`src/rtl/cp0_intc_pkg.sv`:
```
// Shared CP0 definitions: register numbers, field positions, exception codes
// and the EPC target helper used on exception/interrupt entry.
package cp0_defs;

  // CP0 register numbers as seen by mfc0/mtc0
  localparam logic [4:0] CP0_SR    = 5'd12;
  localparam logic [4:0] CP0_CAUSE = 5'd13;
  localparam logic [4:0] CP0_EPC   = 5'd14;
  localparam logic [4:0] CP0_PRID  = 5'd15;

  // SR field positions
  localparam int IM_HI   = 15;
  localparam int IM_LO   = 10;
  localparam int EXL_BIT = 1;
  localparam int IE_BIT  = 0;

  // Cause field positions
  localparam int BD_BIT  = 31;
  localparam int IP_HI   = 15;
  localparam int IP_LO   = 10;
  localparam int EXC_HI  = 6;
  localparam int EXC_LO  = 2;

  // ExcCode values
  localparam logic [4:0] EXC_INT  = 5'd0;
  localparam logic [4:0] EXC_ADEL = 5'd4;
  localparam logic [4:0] EXC_ADES = 5'd5;
  localparam logic [4:0] EXC_RI   = 5'd10;
  localparam logic [4:0] EXC_OV   = 5'd12;

  // Handler state implied by SR.EXL
  typedef enum logic {
    MODE_NORMAL  = 1'b0,
    MODE_HANDLER = 1'b1
  } cp0_mode_e;

  // Restart address of the victim: a delay-slot victim restarts at its branch.
  // Word aligned; PC-4 wraps modulo 2^32.
  function automatic logic [31:0] epc_target(input logic [31:0] pc, input logic bd);
    epc_target = (bd ? (pc - 32'd4) : pc) & 32'hFFFF_FFFC;
  endfunction

endpackage

```
`src/rtl/cp0_intc_req_arb.sv`:
```
// Request arbiter: decides whether the pipeline must take an interrupt or a
// synchronous exception this cycle and which ExcCode gets recorded.
// Purely combinational so the pipeline flush logic can share it.
module cp0_req_arb
  import cp0_defs::*;
(
  input  logic [5:0] hw_int,
  input  logic [5:0] im,
  input  logic       ie,
  input  logic       exl,
  input  logic [4:0] exc_code_in,
  output logic       int_pend,
  output logic       exc_pend,
  output logic       req,
  output logic [4:0] exc_code_sel
);

  // Interrupts win over a simultaneous synchronous exception; EXL blocks both
  always_comb begin
    int_pend     = (|(hw_int & im)) & ie & ~exl;
    exc_pend     = (exc_code_in != EXC_INT) & ~exl;
    req          = int_pend | exc_pend;
    exc_code_sel = int_pend ? EXC_INT : exc_code_in;
  end

endmodule

```
`src/rtl/cp0_intc.sv`:
```
// CP0 interrupt/exception controller: SR, Cause, EPC, PRId registers,
// single take-exception request to the pipeline, eret via EXLClr.
module cp0_intc
  import cp0_defs::*;
#(
  parameter logic [31:0] PRID_VAL = 32'h4D495053,
  parameter logic [5:0]  RESET_IM = 6'h00
) (
  input  logic        clk,
  input  logic        reset,
  input  logic [4:0]  A1,
  input  logic [4:0]  A2,
  input  logic [31:0] Din,
  input  logic        WE,
  input  logic [31:0] PC,
  input  logic        BDIn,
  input  logic [4:0]  ExcCodeIn,
  input  logic        EXLClr,
  input  logic [5:0]  HWInt,
  output logic [31:0] Dout,
  output logic [31:0] EPCOut,
  output logic        Req
);

  // SR fields
  logic [5:0]  im_q, im_d;
  logic        exl_q, exl_d;
  logic        ie_q, ie_d;
  // Cause fields
  logic        bd_q, bd_d;
  logic [5:0]  ip_q, ip_d;
  logic [4:0]  exc_q, exc_d;
  // EPC, low two bits always zero
  logic [31:0] epc_q, epc_d;

  logic        arb_int_pend;
  logic        arb_exc_pend;
  logic        arb_req;
  logic [4:0]  arb_exc_code;
  logic        pend_unused;

  cp0_req_arb u_req_arb (
    .hw_int       (HWInt),
    .im           (im_q),
    .ie           (ie_q),
    .exl          (exl_q),
    .exc_code_in  (ExcCodeIn),
    .int_pend     (arb_int_pend),
    .exc_pend     (arb_exc_pend),
    .req          (arb_req),
    .exc_code_sel (arb_exc_code)
  );

  // The individual pending flags serve the pipeline flush logic, not this block
  assign pend_unused = arb_int_pend ^ arb_exc_pend;

  // Request is suppressed while reset is held, even for a pending exception code
  always_comb begin
    Req = arb_req & reset;
  end

  // Next-state: entry beats mtc0; mtc0 lands before EXLClr forces EXL low
  always_comb begin
    im_d  = im_q;
    exl_d = exl_q;
    ie_d  = ie_q;
    bd_d  = bd_q;
    ip_d  = HWInt;
    exc_d = exc_q;
    epc_d = epc_q;
    if (Req) begin
      exl_d = 1'b1;
      exc_d = arb_exc_code;
      bd_d  = BDIn;
      epc_d = epc_target(PC, BDIn);
    end else begin
      if (WE) begin
        case (A2)
          CP0_SR: begin
            im_d  = Din[IM_HI:IM_LO];
            exl_d = Din[EXL_BIT];
            ie_d  = Din[IE_BIT];
          end
          CP0_EPC: epc_d = Din & 32'hFFFF_FFFC;
          default: ;
        endcase
      end
      if (EXLClr) begin
        exl_d = 1'b0;
      end
    end
  end

  // Register state with asynchronous active-low reset
  always_ff @(posedge clk or negedge reset) begin
    if (!reset) begin
      im_q  <= RESET_IM;
      exl_q <= 1'b0;
      ie_q  <= 1'b0;
      bd_q  <= 1'b0;
      ip_q  <= 6'h00;
      exc_q <= EXC_INT;
      epc_q <= 32'h0000_0000;
    end else begin
      im_q  <= im_d;
      exl_q <= exl_d;
      ie_q  <= ie_d;
      bd_q  <= bd_d;
      ip_q  <= ip_d;
      exc_q <= exc_d;
      epc_q <= epc_d;
    end
  end

  // mfc0 read mux; unmapped register numbers read zero
  always_comb begin
    case (A1)
      CP0_SR:    Dout = {16'h0000, im_q, 8'h00, exl_q, ie_q};
      CP0_CAUSE: Dout = {bd_q, 15'h0000, ip_q, 3'b000, exc_q, 2'b00};
      CP0_EPC:   Dout = epc_q;
      CP0_PRID:  Dout = PRID_VAL;
      default:   Dout = 32'h0000_0000;
    endcase
  end

  assign EPCOut = epc_q;

endmodule

```
`config.mk`:
```
export PLATFORM = sky130hd
export DESIGN_NAME = cp0_intc
export DESIGN_NICKNAME = d
export VERILOG_FILES = /design/src/rtl/cp0_intc_pkg.sv /design/src/rtl/cp0_intc_req_arb.sv /design/src/rtl/cp0_intc.sv
export SDC_FILE = /design/constraint.sdc
export NUM_CORES = 1
export LEC_CHECK = 0
export BUFFER_PORTS_ARGS = -buffer_cell sky130_fd_sc_hd__buf_2
export CAP_MARGIN = 0
export CORE_ASPECT_RATIO = 1.1
export CORE_MARGIN = 4
export CORE_UTILIZATION = 47
export DETAILED_ROUTE_END_ITERATION = 7
export PLACE_DENSITY = 0.84
export SLEW_MARGIN = 10
export SYNTH_ARGS = -nofsm -noshare
export SYNTH_HDL_FRONTEND = slang
export SYNTH_HIERARCHICAL = 1
export SYNTH_SLANG_ARGS = --single-unit
```
`constraint.sdc`:
```
create_clock -name clk -period 2.5 [get_ports clk]
set_input_delay 0 -clock clk [delete_from_list [all_inputs] [get_ports clk]]
set_output_delay 0 -clock clk [all_outputs]
set_load 0.01 [all_outputs]
```
==> key figures, run 1 <==
Setup path
  • Startpoint Class: register
  • RR Endpoint: EPCOut[12]
  • CP Max Fanout: 61
  • Critical Path RT: 2.50 ns
  • Reg2reg setup slack: 0.29 ns
  • Kind of critical path: reg -> out
  • CP top delay family: buffers and inverters
  • CP bufs+invs: 2
  • Kind of end point of the critical path: primary output
  • CP max-delay cell: inv_2
  • R2R cell count: 7
  • FF-to-FF Start: im_q[5]
  • Crit path largest cell delay: 0.71 ns
  • CP arrival: 2.33 ns
  • CP Cell Sequence: a22oi_1 > a311oi_4 > or2_1 > nand2_1 > inv_2 > buf_2

Global route
  • Initial antenna violation count: 0
  • First-pass GRT wire length: 17.6 mm
  • Total GRT Usage: 26.6%
  • Gr ovfl total: 0
  • Vias in the first global route: 3,699
  • Largest net degree at the start of global routing: 62

Logic synthesis
  • Top_reg_cell synth: dfrtp_1
  • Top post-synthesis cells by area: dfrtp_1 38%, a211oi_1 6.3%, and3_1 4.9%
  • Register area share after synthesis: 37.8%
  • Synth Instances: 385
  • Top-count cell post-synth: dfrtp_1
  • Ys async rst share: 100%
  • Synth top area share: 37.8%
  • Cell taking the most area after synthesis: dfrtp_1
  • Number of synthesized flops with an enable pin: 0
  • Synth cell types: 43
  • Mapped cell area: 3310 sq um
  • Mean Syn Cell Area: 8.60 sq um
  • Synth top cells by count: 50 x dfrtp_1, 40 x nor2_1, 33 x nand2_1, 28 x a211oi_1, 26 x and3_1
  • Register bit count reported by yosys: 50
  • Synth warn: 6

Power
  • LEAKAGE: 2.17 nW
  • NetSw: 0.000827 W
  • Pwr dens: 527 nW/um^2
  • Clock Power Share: 20.4%
  • Worst vdd ir: 0.271 mV
  • Reg power frac: 47.5%
  • Internal power: 0.00155 W
  • Sw Share: 34.8%
  • Gate power share: 32.1%
  • Total Power: 0.00237 W

Finish
  • Nets: 643
  • Diodes inserted: 0
  • Area Overhead vs Synth: 36.0%
  • Share of cells above drive strength 1: 34.5%
  • Fillers: 554

Die
  • I/O pin count: 155
  • Die height: 96.0 um
  • Initial Utilization: 49.4%
  • Rows: 31
  • Core outline area: 6710 sq um
  • Die area: 8450 sq um
  • Die outline width: 88.0 um

STA
  • Final Hold Fails: 0
  • Post-route setup TNS: 0 ns
  • Final count of pins violating max slew: 0
  • Worst Clk Skew: 0.00976 ns
  • Post-route minimum period: 2.33 ns
  • Final worst path period share: 93.2%
  • Worst hold margin: 0.00646 ns
  • Final setup viols: 0
  • RSZ-0062 raised after global routing: no
  • Fmax: 0.429 GHz
  • Max-slew headroom: 34.5%
  • Worst Tran Pin Value: 0.981 ns

CTS
  • CTS Sinks: 50
  • Gates resized, CTS repair: 0
  • Clk buf depth: 2
  • Post-CTS setup buffers: 0
  • Reg clk slew, reported paths: 0.10 ns
  • Hold Buf Count CTS: 29
  • Clk_lat worst skew: 0.31 ns
  • Clock buffer count from CTS: 5
  • Root Buffer Master: clkbuf_8
  • H-tree Lvls: 2
  • TritonCTS clock tree: done

Route
  • Post-Route WL: 11.3 mm
  • Initial DRC Count: 176
  • Drt wl/cell: 17.8 um
  • DRC viols: 0
  • Vias/cell: 5.88
  • Drt first pass iters: 5
  • ANT nets after route: 0
  • Vias: 3,723

Place
  • Port bufs: 150
  • Routability Congestion: 0.882
  • DP HPWL: 7.78 mm

Hold path
  • Hold Path Depth: 3
  • Hold Crit Start: Din[5]
  • Hold Crit Class: in -> reg
  • Worst Hold End: EPCOut[5]

Job
  • Max_cap viols: 0

Status
  • Status: finished, final reports clean
[placed cells by master, fill, tap and decap left out, types with 10 or more instances in the layout]
cell           synthesis  layout
buf_2                  1     150
dfrtp_1               50      50
nor2_1                40      40
nand2_1               33      33
dlygate4sd3_1          0      29
a211oi_1              28      28
and3_1                26      26
a31oi_1               20      20
a21oi_1               17      17
o31ai_1               13      13
and2_1                12      12
or4_1                 12      12
o21ai_0               11      11
buf_4                  2      10
[final cells by class]
class | count | area [sq um] | share of cell area (%)
Multi-Input combinational cell | 301 | 1930 | 42.9
Sequential cell | 50 | 1250 | 27.8
Timing Repair Buffer | 189 | 1120 | 24.8
Tap cell | 82 | 103 | 2.28
Clock buffer | 6 | 82.6 | 1.83
Inverter | 5 | 18.8 | 0.417
[logic make-up (layout without fill, tap and decap cells)]
group                      after synthesis  in the layout  synth area share, %
and+or+nand+nor                        174            174                 29.3
AOI/OAI and AO/OA                       99             99                 20.5
DFF                                     50             50                 37.8
buffers and inverters                   35            200                 4.46
muxes                                   16             16                 5.10
xor gates and xnor gates                 9              9                 2.38
adders and majority gates                1              1                0.378
other                                    1              2                0.113
[per-stage QoR]
| stage | cells | setup WS (ns) | utilization, % | cell area, sq um |
|---|---|---|---|---|
| after floorplan | 386 | 0.517 | - | 3320 |
| after global placement | 598 | 0.421 | 61.6 | 4130 |
| after detailed placement | 598 | 0.385 | 61.6 | 4130 |
| after CTS | 633 | 0.226 | 67.1 | 4500 |
| after global routing | 633 | 0.0297 | 67.1 | 4500 |
| final | 633 | 0.171 | 67.1 | 4500 |
[sequential cells by signal (all words and copies together), names as in the netlist]
name and count:
ie_q 1, bd_q 1, EPCOut 30, exl_q 1, im_q 6, ip_q 6, exc_q 5
[power groups by stage]
stage / combinational (W) / clock, W / sequential, W
2_1_floorplan: 0.000345 / 0 / 0.00115
3_3_place_gp: 0.000700 / 0 / 0.00113
3_5_place_dp: 0.000718 / 0 / 0.00113
4_1_cts: 0.000756 / 0.000487 / 0.00112
5_1_grt: 0.000843 / 0.000528 / 0.00115
6_report: 0.000762 / 0.000484 / 0.00113
[tightest hold or removal path: stages]
cell	delay [ns]
buf_2	0.08
mux2i_1	0.06
o21ai_0	0.13
[routing by layer]
metal,global-route usage (%),share of wire (%)
met1,33.8,39
met2,46.2,51
met3,3.08,7.7
met4,9.95,2.5
met5,0,0
[worst max-delay path by stage]
stage,from,to,cells after the start
2_1_floorplan,im_q[5],ie_q,7
3_5_place_dp,im_q[3],exc_q[3],8
5_1_grt,im_q[5],Req,6
4_1_cts,im_q[3],Req,6
6_report,im_q[0],Req,6
3_3_place_gp,im_q[3],exc_q[4],8
(Power assumes the default switching activity.)
==> run 2: changes to the inputs <==
==> constraint.sdc (replaced) <==
create_clock -name clk -period 2.5 [get_ports clk]
set_input_delay 0.125 -clock clk [delete_from_list [all_inputs] [get_ports clk]]
set_output_delay 0.125 -clock clk [all_outputs]
set_load 0.01 [all_outputs]
==> run 2 against run 1 <==
Effect of this change: the flow now finishes with violations (negative hold slack); first-iteration DRC count grew 29%; clock power up 4%; routed wire length is 3.7% lower; design area fell by 4.7%; sequential power about the same; clock skew decreased by 0.0049 ns; total power is 0.72% lower.
==> key figures, run 2 (synthesized netlist as in run 1, its figures left out) <==
Die
  • Die outline width: 88.0 um
  • Die area: 8450 sq um
  • Die height: 96.0 um
  • I/O pin count: 155
  • Core outline area: 6710 sq um
  • Rows: 31
  • Initial Utilization: 49.4%

Power
  • Worst vdd ir: 0.303 mV
  • Pwr dens: 549 nW/um^2
  • Total Power: 0.00236 W
  • LEAKAGE: 2.07 nW

Route
  • Drt wl/cell: 17.7 um
  • Drt first pass iters: 5
  • DRC viols: 0
  • Initial DRC Count: 227
  • Vias/cell: 5.92
  • ANT nets after route: 0
  • Vias: 3,615
  • Post-Route WL: 10.8 mm

STA
  • Worst hold margin: -0.00438 ns
  • Final setup viols: 0
  • RSZ-0062 raised after global routing: no
  • Worst Clk Skew: 0.00487 ns
  • Max-slew headroom: 46.0%
  • Final Hold Fails: 4
  • Worst Tran Pin Value: 0.807 ns
  • Fmax: 0.427 GHz
  • Post-route setup TNS: 0 ns
  • Final count of pins violating max slew: 0
  • Final worst path period share: 93.6%
  • Post-route minimum period: 2.34 ns
  • Final Worst Setup Slack: 0.159 ns

Setup path
  • Most common cell on crit path: buf_2
  • CP arrival: 2.22 ns
  • Crit path largest cell delay: 0.54 ns
  • Kind of critical path: in -> out
  • CP Max Fanout: 51
  • CP max-delay cell: dlygate4sd3_1
  • Startpoint Class: primary input
  • Kind of end point of the critical path: primary output
  • FF-to-FF Start: im_q[5]
  • Reg2reg setup slack: 0.41 ns
  • Critical Path RT: 2.38 ns
  • CP Cell Sequence: dlygate4sd3_1 > buf_2 > a22oi_2 > a311oi_4 > or2_1 > nand2_1 > inv_4 > buf_12 > buf_2
  • RR Endpoint: EPCOut[27]
  • R2R cell count: 8

Place
  • Port bufs: 150
  • DP HPWL: 7.79 mm
  • Pre-CTS setup slack: 0.354 ns
  • Routability Congestion: 0.867

Finish
  • Fin util: 64.0%
  • Diodes inserted: 0
  • Most frequent cells in the layout: 150 x buf_2, 50 x dfrtp_1, 40 x nor2_1
  • Nets: 619
  • Max reg flops: 30
  • Share of cells above drive strength 1: 36.1%
  • Area Overhead vs Synth: 29.6%
  • Most common cell after layout, fill and taps aside: buf_2

Global route
  • Total GRT Usage: 25.5%
  • Vias in the first global route: 3,455
  • Largest net degree at the start of global routing: 52
  • Gr ovfl total: 0
  • Initial antenna violation count: 0
  • First-pass GRT wire length: 16.9 mm

CTS
  • Clk_lat worst skew: 0.30 ns
  • H-tree Lvls: 2
  • Clock buffer count from CTS: 5
  • CTS Sinks: 50
  • Clk buf depth: 2
  • Reg clk slew, reported paths: 0.09 ns
  • TritonCTS clock tree: done
  • Root Buffer Master: clkbuf_8
  • Post-CTS setup buffers: 0

Status
  • Failing checks: negative hold slack
  • Status: finished, violations left

Job
  • Max_cap viols: 0

Hold path
  • Hold Crit Class: in -> async
[run 2: changes by cell type in the layout (fill, tap and decap cells not counted), sizes merged]
cell,change
clkinv,+1
buf,-1
dlygate4sd3,-23
clkinvlp,+1
[run 2: area by class of cell]
| class | instances | area [sq um] |
|---|---|---|
| Clock buffer | 6 | 82.6 |
| Multi-Input combinational cell | 301 | 1930 |
| Inverter | 5 | 21.3 |
| Sequential cell | 50 | 1250 |
| Fill cell | 601 | 2420 |
| Tap cell | 82 | 103 |
| Timing Repair Buffer | 165 | 891 |
| Clock inverter | 2 | 12.5 |
[run 2: critical path: cells and delay by family]
family,cells,cell delay [ns]
buf+inv,5,1.27
compound gates,2,0.51
simple gates,2,0.28
[run 2: per-stage QoR]
| stage | std cells | hold WS [ns] | instance area [sq um] |
|---|---|---|---|
| 2_1_floorplan | 386 | -0.171 | 3320 |
| 3_3_place_gp | 597 | 0.262 | 4140 |
| 3_5_place_dp | 597 | 0.259 | 4140 |
| 4_1_cts | 611 | 0.00908 | 4290 |
| 5_1_grt | 611 | 0.0237 | 4290 |
| 6_report | 611 | -0.00438 | 4290 |
[run 2: routing by layer]
layer	global-route usage, %	up-vias	routed length (um)
met5	0	-	0
met1	32.7	1739	4380
li1	-	1705	-
met2	46.2	155	5500
met4	5.79	0	158
met3	2.91	16	799
[run 2: how the worst max path moves through the flow]
stage | startpoint | endpoint | slack [ns] | depth (start not counted)
finish | HWInt[3] | Req | 0.16 | 9
global route | HWInt[3] | Req | 0.04 | 9
CTS | HWInt[3] | Req | 0.17 | 9
detailed placement | PC[22] | EPCOut[29] | 0.35 | 5
global placement | PC[22] | EPCOut[31] | 0.40 | 5
floorplan | PC[22] | EPCOut[29] | 0.49 | 5
[run 2: what timing repair did]
item	CTS	global route
hold buffers	6	0
resized for setup	0	1
hold endpoints to repair	6	0
endpoints found under the setup margin	0	1
[run 2: where the power goes]
group          leakage (nW)  total [W]  switching, W  internal, W
clock network        0.0472   0.000502      0.000279     0.000223
logic                  1.45   0.000734      0.000402     0.000333
registers             0.581    0.00112      0.000145     0.000976
total                  2.07    0.00236      0.000825      0.00153
==> run 3: changes to the inputs <==
==> constraint.sdc (replaced) <==
create_clock -name clk -period 2.5 [get_ports clk]
set_input_delay 0.375 -clock clk [delete_from_list [all_inputs] [get_ports clk]]
set_output_delay 0.375 -clock clk [all_outputs]
set_load 0.01 [all_outputs]
==> run 3 against run 2 <==
Effect of this change: critical path type is now reg -> out; total power hardly changed; sequential cell count stayed put; critical endpoint unchanged; largest power group unchanged; the flow now finishes without violations; register-to-register slack worse by 0.03 ns.
==> key figures, run 3 (synthesized netlist as in run 1, its figures left out) <==
Setup path
  • CP Max Fanout: 16
  • Startpoint Class: register
  • Critical Path RT: 2.12 ns
  • Kind of end point of the critical path: primary output
  • Kind of critical path: reg -> out
  • CP arrival: 1.99 ns

Status
  • Status: finished, final reports clean

CTS
  • Clk_lat worst skew: 0.31 ns
  • Clk buf depth: 2
  • TritonCTS clock tree: done
  • CTS Sinks: 50
  • Gates resized, CTS repair: 0
  • Clock buffer count from CTS: 5
  • Reg clk slew, reported paths: 0.10 ns
  • Hold Buf Count CTS: 0
  • Root Buffer Master: clkbuf_8
  • Post-CTS setup buffers: 0
  • H-tree Lvls: 2

Route
  • Post-Route WL: 11.0 mm
  • Drt wl/cell: 18.0 um
  • Max layer used: met4
  • Vias/cell: 5.96
  • Vias: 3,628
  • Met3 WL: 757 um
  • Initial DRC Count: 151
  • M1 wire length: 4.26 mm
  • ANT nets after route: 0
  • DR WL met2: 5.70 mm
  • Drt first pass iters: 4
  • DRC viols: 0

STA
  • Max-slew headroom: 46.8%
  • Post-route setup TNS: 0 ns
  • Final setup viols: 0
  • Final worst path period share: 94.5%
  • RSZ-0062 raised after global routing: no
  • Worst Clk Skew: 0.0118 ns
  • Final Hold Fails: 0
  • Post-route minimum period: 2.36 ns
  • Fmax: 0.423 GHz
  • Final count of pins violating max slew: 0
  • Worst Tran Pin Value: 0.795 ns

Global route
  • First-pass GRT wire length: 16.9 mm
  • Initial antenna violation count: 0
  • Vias in the first global route: 3,503
  • Largest net degree at the start of global routing: 51
  • Total GRT Usage: 25.7%
  • Gr ovfl total: 0

Finish
  • Multi-input logic area: 1930 sq um
  • Most frequent cells in the layout: 150 x buf_2, 50 x dfrtp_1, 40 x nor2_1
  • Share of cells above drive strength 1: 37.0%
  • Most common cell after layout, fill and taps aside: buf_2
  • Final Instance Area: 4260 sq um
  • Diodes inserted: 0
  • Max reg flops: 30
  • Area Overhead vs Synth: 28.6%
  • Fillers: 579
  • Nets: 617
  • Fin util: 63.5%
  • Sequential standard cell area: 1250 sq um

Hold path
  • Hold Crit Class: in -> reg

Power
  • Worst vdd ir: 0.317 mV
  • LEAKAGE: 2.07 nW
  • Pwr dens: 553 nW/um^2

Die
  • Initial Utilization: 49.4%
  • I/O pin count: 155
  • Die height: 96.0 um
  • Rows: 31
  • Die outline width: 88.0 um
  • Core outline area: 6710 sq um
  • Die area: 8450 sq um

Place
  • Routability Congestion: 0.917
  • DP HPWL: 8.13 mm
  • Port bufs: 150
  • Placed cell area: 4170 sq um

Job
  • Max_cap viols: 0
-- run 3: routing by layer --
layer  track usage [%]  vias up
li1                  -     1701
met1              30.1     1754
met2              47.0      151
met3              3.85       22
met4              9.70        0
met5                 0        -
-- run 3: layout make-up --
class	count	share of cell area [%]
Multi-Input combinational cell	301	45.3
Sequential cell	50	29.4
Timing Repair Buffer	163	20.2
Tap cell	82	2.41
Clock buffer	6	1.94
Inverter	5	0.441
Clock inverter	2	0.294
-- run 3: path summary, 6_finish.rpt --
check	slack [ns]	endpoint	cells past startpoint	start
max reg2reg	0.38	EPCOut[15]	8	im_q[5]
min	0.19	ip_q[5]	1	HWInt[5]
max in group asynchronous	1.82	EPCOut[5]	2	reset
max	0.14	Req	6	im_q[3]
min reg2reg	0.49	exc_q[4]	2	exc_q[4]
min in group asynchronous	0.24	EPCOut[14]	2	reset
-- run 3: critical path, stage by stage (launching register included) --
cell and delay [ns]:
dfrtp_1 0.40, a22oi_2 0.11, a311oi_4 0.41, or2_1 0.16
nand2_1 0.12, inv_2 0.27, buf_2 0.20
-- run 3: report_power, final --
part	internal (W)	total [W]	switching (W)
Sequential	0.000976	0.00112	0.000146
Combinational	0.000330	0.000729	0.000399
Clock	0.000223	0.000504	0.000281
-- run 3: stage by stage --
step	power (W)	setup slack [ns]	std cells	hold WS, ns
2_1_floorplan	0.00150	0.237	386	0.0794
3_3_place_gp	0.00184	0.145	601	0.459
3_5_place_dp	0.00187	0.111	601	0.473
4_1_cts	0.00237	0.118	609	0.190
5_1_grt	0.00250	0.00880	609	0.192
6_report	0.00236	0.138	609	0.193
